### config.mk
export PLATFORM = sky130hd
export DESIGN_NAME = imem_dmem_arbiter
export DESIGN_NICKNAME = d
export VERILOG_FILES = /design/src/rtl/imem_dmem_arbiter_pkg.sv /design/src/rtl/imem_dmem_arbiter_streak_ctr.sv /design/src/rtl/imem_dmem_arbiter.sv
export SDC_FILE = /design/constraint.sdc
export NUM_CORES = 1
export LEC_CHECK = 0
export ABC_AREA = 0
export ABC_CLOCK_PERIOD_IN_PS = 6900
export CAP_MARGIN = 20
export CORE_AREA = 2 2 99 101
export CTS_CLUSTER_DIAMETER = 120
export DETAILED_ROUTE_END_ITERATION = 12
export DIE_AREA = 0 0 101 103
export DONT_BUFFER_PORTS = 1
export PLACE_DENSITY = 0.31
export SYNTH_ARGS = -nofsm -noshare
export SYNTH_HDL_FRONTEND = slang
export SYNTH_HIERARCHICAL = 1
export SYNTH_SLANG_ARGS = --single-unit
### constraint.sdc
create_clock -name clk -period 6.9 [get_ports clk]
set_input_delay 1.725 -clock clk [delete_from_list [all_inputs] [get_ports clk]]
set_output_delay 1.725 -clock clk [all_outputs]
set_load 0.005 [all_outputs]
### src/rtl/imem_dmem_arbiter_pkg.sv
// Shared types and helpers for the unified I/D memory arbiter.
// Holds FSM/owner enums and the SRAM address-range check.
package imem_dmem_arbiter_pkg;

  localparam int MEM_WORDS_DEF = 1024;
  localparam int MEM_AW = $clog2(MEM_WORDS_DEF);

  typedef enum logic [1:0] {
    IDLE,
    RESP_I,
    RESP_D
  } arb_state_e;

  typedef enum logic [1:0] {
    OWN_NONE,
    OWN_INSTR,
    OWN_DATA
  } owner_e;

  function automatic logic addr_in_range(
    input logic [63:0] addr,
    input int unsigned words
  );
    return addr < ({32'd0, words} << 2);
  endfunction

endpackage

### src/rtl/imem_dmem_arbiter_streak_ctr.sv
// Saturating count of data grants taken while a fetch waits.
// Raises force_instr once the data streak limit is reached.
module arb_streak_ctr #(
  parameter int MAX_DATA_STREAK = 4
) (
  input  logic clk,
  input  logic rst,
  input  logic instr_req_i,
  input  logic instr_gnt_i,
  input  logic data_gnt_i,
  output logic force_instr_o
);

  localparam int CW = $clog2(MAX_DATA_STREAK + 1);
  localparam logic [CW-1:0] MAX_V = CW'(MAX_DATA_STREAK);

  logic [CW-1:0] r_cnt;

  always_ff @(posedge clk or posedge rst) begin
    if (rst) begin
      r_cnt <= '0;
    end else if (!instr_req_i || instr_gnt_i) begin
      r_cnt <= '0;
    end else if (data_gnt_i && (r_cnt != MAX_V)) begin
      r_cnt <= r_cnt + 1'b1;
    end
  end

  assign force_instr_o = instr_req_i && (r_cnt == MAX_V);

endmodule

### src/rtl/imem_dmem_arbiter.sv
// Arbitrates fetch and data ports onto one 1-cycle SRAM.
// Data has priority; the streak counter bounds fetch starvation.
module imem_dmem_arbiter
  import imem_dmem_arbiter_pkg::*;
#(
  parameter int DATA_WIDTH      = 32,
  parameter int ADDR_WIDTH      = 32,
  parameter int MEM_WORDS       = MEM_WORDS_DEF,
  parameter int MAX_DATA_STREAK = 4,
  localparam int AW = $clog2(MEM_WORDS),
  localparam int BW = DATA_WIDTH / 8
) (
  input  logic                  clk,
  input  logic                  rst,
  input  logic                  instr_req_i,
  input  logic [ADDR_WIDTH-1:0] instr_addr_i,
  output logic                  instr_gnt_o,
  output logic                  instr_rvalid_o,
  output logic [DATA_WIDTH-1:0] instr_rdata_o,
  output logic                  instr_err_o,
  input  logic                  data_req_i,
  input  logic                  data_we_i,
  input  logic [BW-1:0]         data_be_i,
  input  logic [ADDR_WIDTH-1:0] data_addr_i,
  input  logic [DATA_WIDTH-1:0] data_wdata_i,
  output logic                  data_gnt_o,
  output logic                  data_rvalid_o,
  output logic [DATA_WIDTH-1:0] data_rdata_o,
  output logic                  data_err_o,
  output logic                  mem_en_o,
  output logic                  mem_we_o,
  output logic [BW-1:0]         mem_be_o,
  output logic [AW-1:0]         mem_addr_o,
  output logic [DATA_WIDTH-1:0] mem_wdata_o,
  input  logic [DATA_WIDTH-1:0] mem_rdata_i
);

  arb_state_e r_state, w_next;
  owner_e     w_own;
  logic       r_err, w_err_n;
  logic       r_pass, w_pass_n;
  logic       w_force, w_igrant, w_dgrant;
  logic       w_inr, w_mem_en, w_store;
  logic [ADDR_WIDTH-1:0] w_addr;
  logic [DATA_WIDTH-1:0] w_rdata;

  arb_streak_ctr #(
    .MAX_DATA_STREAK(MAX_DATA_STREAK)
  ) u_streak (
    .clk          (clk),
    .rst          (rst),
    .instr_req_i  (instr_req_i),
    .instr_gnt_i  (w_igrant),
    .data_gnt_i   (w_dgrant),
    .force_instr_o(w_force)
  );

  // Grants are masked during reset so every output reads 0.
  assign w_dgrant = !rst && data_req_i && !w_force;
  assign w_igrant = !rst && instr_req_i && !w_dgrant;

  always_comb begin
    w_own = OWN_NONE;
    if (w_dgrant) w_own = OWN_DATA;
    else if (w_igrant) w_own = OWN_INSTR;
  end

  assign w_addr   = (w_own == OWN_DATA) ? data_addr_i : instr_addr_i;
  assign w_inr    = addr_in_range(
                      {{(64-ADDR_WIDTH){1'b0}}, w_addr},
                      MEM_WORDS);
  assign w_store  = (w_own == OWN_DATA) && data_we_i;
  assign w_mem_en = (w_own != OWN_NONE) && w_inr;

  assign instr_gnt_o = w_igrant;
  assign data_gnt_o  = w_dgrant;
  assign mem_en_o    = w_mem_en;
  assign mem_we_o    = w_mem_en && w_store;
  assign mem_be_o    = !w_mem_en ? '0 :
                       (w_own == OWN_DATA) ? data_be_i : '1;
  assign mem_addr_o  = w_mem_en ? w_addr[AW+1:2] : '0;
  assign mem_wdata_o = mem_we_o ? data_wdata_i : '0;

  always_ff @(posedge clk or posedge rst) begin
    if (rst) begin
      r_state <= IDLE;
      r_err   <= 1'b0;
      r_pass  <= 1'b0;
    end else begin
      r_state <= w_next;
      r_err   <= w_err_n;
      r_pass  <= w_pass_n;
    end
  end

  always_comb begin
    w_next         = IDLE;
    w_err_n        = 1'b0;
    w_pass_n       = 1'b0;
    instr_rvalid_o = 1'b0;
    data_rvalid_o  = 1'b0;
    unique case (w_own)
      OWN_INSTR: w_next = RESP_I;
      OWN_DATA:  w_next = RESP_D;
      default:   w_next = IDLE;
    endcase
    w_err_n  = (w_own != OWN_NONE) && !w_inr;
    w_pass_n = w_mem_en && !w_store;
    unique case (r_state)
      RESP_I:  instr_rvalid_o = 1'b1;
      RESP_D:  data_rvalid_o  = 1'b1;
      default: ;
    endcase
  end

  // Read data comes straight from the SRAM in the response cycle.
  assign w_rdata       = r_pass ? mem_rdata_i : '0;
  assign instr_rdata_o = instr_rvalid_o ? w_rdata : '0;
  assign data_rdata_o  = data_rvalid_o ? w_rdata : '0;
  assign instr_err_o   = instr_rvalid_o && r_err;
  assign data_err_o    = data_rvalid_o && r_err;

endmodule
==> impl_metrics.prom <==
# TYPE chip_impl_metric gauge
chip_impl_metric{name="grt-ovfl-total",unit=""} 0
chip_impl_metric{name="clockPowerShare",unit="%"} 45.2
chip_impl_metric{name="start_util",unit="%"} 15.04
chip_impl_metric{name="detailedPlacementHpwl",unit="um"} 5113
chip_impl_info{name="clock_tree_from_tritoncts",value="yes"} 1
chip_impl_metric{name="post_synth_and_or_nand_nor_area_fraction",unit="%"} 63.24
chip_impl_metric{name="min_period",unit="ns"} 5.335
chip_impl_metric{name="post-route-cell-area",unit="sq mm"} 0.001533
chip_impl_metric{name="final_min_period_over_clock_period",unit="%"} 77.32
chip_impl_metric{name="post_synthesis_cell_area",unit="sq mm"} 0.001423
chip_impl_metric{name="seqPwrFrac",unit="%"} 34.4
chip_impl_info{name="dominantRegCellSynth",value="dfrtp_1"} 1
chip_impl_info{name="synth.largest_area_cell",value="nor2_1"} 1
chip_impl_info{name="critical_path_capture_point_type",value="output port"} 1
chip_impl_metric{name="critical_path_peak_fanout",unit=""} 34
chip_impl_metric{name="row_count",unit=""} 36
chip_impl_metric{name="final-max-slew-violation-count",unit=""} 0
chip_impl_metric{name="wl_met2",unit="um"} 3222
chip_impl_metric{name="met3RoutedLength",unit="um"} 655
chip_impl_metric{name="worst_ep_arrival_time",unit="ns"} 3.61
chip_impl_metric{name="cts-resized-gates",unit=""} 0
chip_impl_info{name="crit_chain",value="and3_2 -> or3b_4 -> clkinv_4 -> and2_1 -> and3_1"} 1
chip_impl_metric{name="synthMuxAreaShare",unit="%"} 1.407
chip_impl_metric{name="last_weighted_congestion_value_of_the_routability_driven_placer",unit=""} 0.7564
chip_impl_metric{name="via_count",unit=""} 1740
chip_impl_metric{name="antenna_violating_nets_post_route",unit=""} 0
chip_impl_info{name="worst_setup_path_start_kind",value="primary input"} 1
chip_impl_info{name="crit_slowest_cell",value="and2_1"} 1
chip_impl_metric{name="placement.setup.worst_slack",unit="ns"} 1.534
chip_impl_info{name="critical_path_source",value="instr_req_i"} 1
chip_impl_metric{name="netlist.area_leader.share",unit="%"} 17.94
chip_impl_metric{name="drv_cap",unit=""} 0
chip_impl_metric{name="post-route-drc-count",unit=""} 0
chip_impl_metric{name="final_report_setup_violation_count",unit=""} 0
chip_impl_metric{name="synth_cell_types",unit=""} 32
chip_impl_metric{name="drt-wirelength-per-cell",unit="um"} 17.95
chip_impl_metric{name="totalNegativeSetupSlack",unit="ns"} 0
chip_impl_metric{name="fmaxAchievable",unit="MHz"} 187.5
chip_impl_metric{name="vias_per_cell",unit=""} 5.014
chip_impl_metric{name="yosys.area_share.xor_xnor",unit="%"} 0
chip_impl_metric{name="worst_skew_pair_latency",unit="ns"} 0.23
chip_impl_metric{name="first_global_vias",unit=""} 1433
chip_impl_metric{name="clk_pin_slew_worst_paths",unit="ns"} 0.04
chip_impl_metric{name="switchingPower",unit="W"} 0.00003715
chip_impl_info{name="worst_path_dominant_cell_family",value="simple AND/OR/NAND/NOR gates"} 1
chip_impl_metric{name="power.total",unit="W"} 0.0001277
chip_impl_metric{name="critPathRequiredTime",unit="ns"} 5.18
chip_impl_metric{name="clock_path_buffers",unit=""} 2
chip_impl_metric{name="gate_power_share",unit="%"} 20.4
chip_impl_metric{name="die_width",unit="um"} 101
chip_impl_metric{name="synth-edff-count",unit=""} 0
chip_impl_metric{name="async_flop_share",unit="%"} 100.0
chip_impl_metric{name="die_height",unit="um"} 103
chip_impl_metric{name="power.leakage",unit="nW"} 0.5651
chip_impl_info{name="rsz0062_at_grt",value="no"} 1
chip_impl_info{name="run_status",value="completed"} 1
chip_impl_metric{name="timing_worst_slew_pin_value",unit="ns"} 0.9984
chip_impl_info{name="dominant_combinational_cell_family_by_area_after_synthesis",value="simple AND/OR/NAND/NOR gates"} 1
chip_impl_info{name="synthTopCellsByArea",value="nor2_1 18%, and3_1 14%, nand2_1 13%"} 1
chip_impl_metric{name="floorplan.core_area",unit="sq mm"} 0.009459
chip_impl_metric{name="io_port_bufs",unit=""} 0
chip_impl_metric{name="layout_setup_ws",unit="ns"} 1.565
chip_impl_metric{name="final-hold-violation-count",unit=""} 0
chip_impl_metric{name="intPower",unit="W"} 0.00009057
chip_impl_metric{name="grt_pass1_wl",unit="um"} 7831
chip_impl_metric{name="pd_cells",unit="mW/mm^2"} 83.33
chip_impl_metric{name="worst_hold_slack",unit="ns"} 0.5882
chip_impl_metric{name="synth_sequential_area_ratio",unit="%"} 12.31
chip_impl_info{name="worstHoldStart",value="u_streak/r_cnt[1]"} 1
chip_impl_metric{name="grt_antenna_before_repair",unit=""} 2
chip_impl_info{name="root_driver",value="clkbuf_8"} 1
chip_impl_metric{name="synth_compound_area_share",unit="%"} 10.64
chip_impl_info{name="worst_hold_path_type",value="reg2reg"} 1
chip_impl_info{name="crit-reg2reg-launch",value="u_streak/r_cnt[0]"} 1
chip_impl_metric{name="net_switching_share_of_the_total_power",unit="%"} 29.08
chip_impl_metric{name="cts_hold_buffers",unit=""} 0
chip_impl_metric{name="detailedRoute.firstIterationViolations",unit=""} 71
chip_impl_metric{name="synth_adder_area_share",unit="%"} 1.759
chip_impl_metric{name="avg_inst_size_synth",unit="sq um"} 5.783
chip_impl_info{name="routed.top_layer",value="met4"} 1
chip_impl_metric{name="share_of_final_layout_standard_cells_stronger_than_drive_strength_1",unit="%"} 9.957
chip_impl_metric{name="ir_worst_vdd",unit="V"} 0.00004016
chip_impl_metric{name="first_pass_iters",unit=""} 4
chip_impl_metric{name="slew-limit-headroom",unit="%"} 33.44
chip_impl_metric{name="total_cts_buffers",unit=""} 3
chip_impl_metric{name="clock-skew-final",unit="ns"} 0.003984
chip_impl_metric{name="cts_post_setup_buffers_inserted",unit=""} 0
chip_impl_metric{name="critPathMaxStageDelay",unit="ns"} 0.74
chip_impl_metric{name="buf_inv_on_cp",unit=""} 1
chip_impl_metric{name="die_area",unit="sq mm"} 0.01040
chip_impl_metric{name="routed_wl",unit="um"} 6228
chip_impl_info{name="criticalPathCategory",value="in2out"} 1
chip_impl_metric{name="ctsHtreeMaxLevel",unit=""} 1
chip_impl_metric{name="netlist_instances",unit=""} 246
chip_impl_metric{name="clock_sink_count",unit=""} 7
chip_impl_metric{name="num-nets-final",unit=""} 371
chip_impl_metric{name="grt_use_total",unit="%"} 9.942
chip_impl_metric{name="areaGrowthSynthToFinish",unit="%"} 7.740
chip_impl_metric{name="yosys_register_bits",unit=""} 7
chip_impl_metric{name="yosysWarnings",unit=""} 6
chip_impl_metric{name="io_pins",unit=""} 255
chip_impl_metric{name="grt_max_degree",unit=""} 35
chip_impl_metric{name="placed_area",unit="sq mm"} 0.001456
chip_impl_metric{name="synth.net_count",unit=""} 385
chip_impl_metric{name="detail_route.wirelength.met1",unit="um"} 2283
[power groups by stage]
stage	combinational (W)	sequential, W	clock (W)
2_1_floorplan	0.0000213	0.0000440	0
3_3_place_gp	0.0000246	0.0000445	0
3_5_place_dp	0.0000253	0.0000446	0
4_1_cts	0.0000253	0.0000440	0.0000598
5_1_grt	0.0000296	0.0000442	0.0000630
6_report	0.0000261	0.0000439	0.0000577
[registers in the layout (all words and copies together) (netlist names)]
register and cells:
r_err 1, u_streak/r_cnt 3, r_state 2, r_pass 1
[final cells by class]
| class | instances | area (sq um) |
|---|---|---|
| inverter | 10 | 42.54 |
| sequential | 7 | 175.2 |
| multi-input combinational | 208 | 1096 |
| antenna | 2 | 5.005 |
| timing repair buffer | 2 | 26.28 |
| fill | 1103 | 7926 |
| tap | 114 | 142.6 |
| clock buffer | 4 | 45.04 |
[through the flow]
stage	cells	util, %
global route	345	16.15
finish	347	16.20
CTS	343	15.87
global placement	339	15.40
floorplan	246	-
detailed placement	339	15.40
[worst paths after layout]
path | end | slack (ns) | cells after the start
min reg2reg | u_streak/r_cnt[1] | 0.59 | 2
max reg2reg | r_pass | 4.33 | 7
min in group asynchronous | u_streak/r_cnt[1] | 1.25 | 1
max in group asynchronous | r_pass | 5.48 | 1
max | mem_wdata_o[27] | 1.57 | 5
min | u_streak/r_cnt[1] | 0.59 | 2
[cell families (layout without fill, tap and decap cells)]
family          Yosys count  after routing
simple gates            185            185
buf+inv                  31             16
compound gates           19             19
flops                     7              7
fa+ha+maj                 2              2
mux                       2              2
other cells               0              2
[Yosys cell counts (all sizes together) (2+ instances only)]
cell    instances
nand4           2
nor4           10
buf             4
a21oi          15
ha              2
nand3          10
inv             9
mux2i           2
nand2          48
and3           33
or3b            2
nand3b          3
nor2           69
clkbuf         17
dfrtp           7
nand2b          2
and2            2
[worst reg2reg max path, stage by stage (launching register included)]
cell and delay, ns:
dfrtp_1 0.39, inv_1 0.06, ha_1 0.22, and3_2 0.22, or3b_4 0.46, clkinv_4 0.18, and2_1 0.74, nor3_1 0.13
[cells in the final DEF (no fill, tap or decap), drive strengths merged]
cell type	synthesis	final
nand3	10	10
nor3	1	1
o22a	1	1
o22ai	1	1
clkinv	1	1
and3	33	33
nor2b	1	1
o21ai	1	1
clkbuf	17	4
nor4b	1	1
nand2	48	48
mux2i	2	2
inv	9	9
and4b	1	1
nand4	2	2
a21oi	15	15
buf	4	2
nor4	10	10
a21boi	1	1
nand2b	2	2
or3b	2	2
diode	0	2
dfrtp	7	7
nand3b	3	3
nor2	69	69
and2	2	2
ha	2	2
[routing by layer]
metal	up-vias	GRT usage [%]
li1	785	-
met1	766	10.95
met2	182	19.64
met3	7	1.898
met4	0	2.183
met5	-	0
Note: power is estimated with default switching activity, not from simulation.
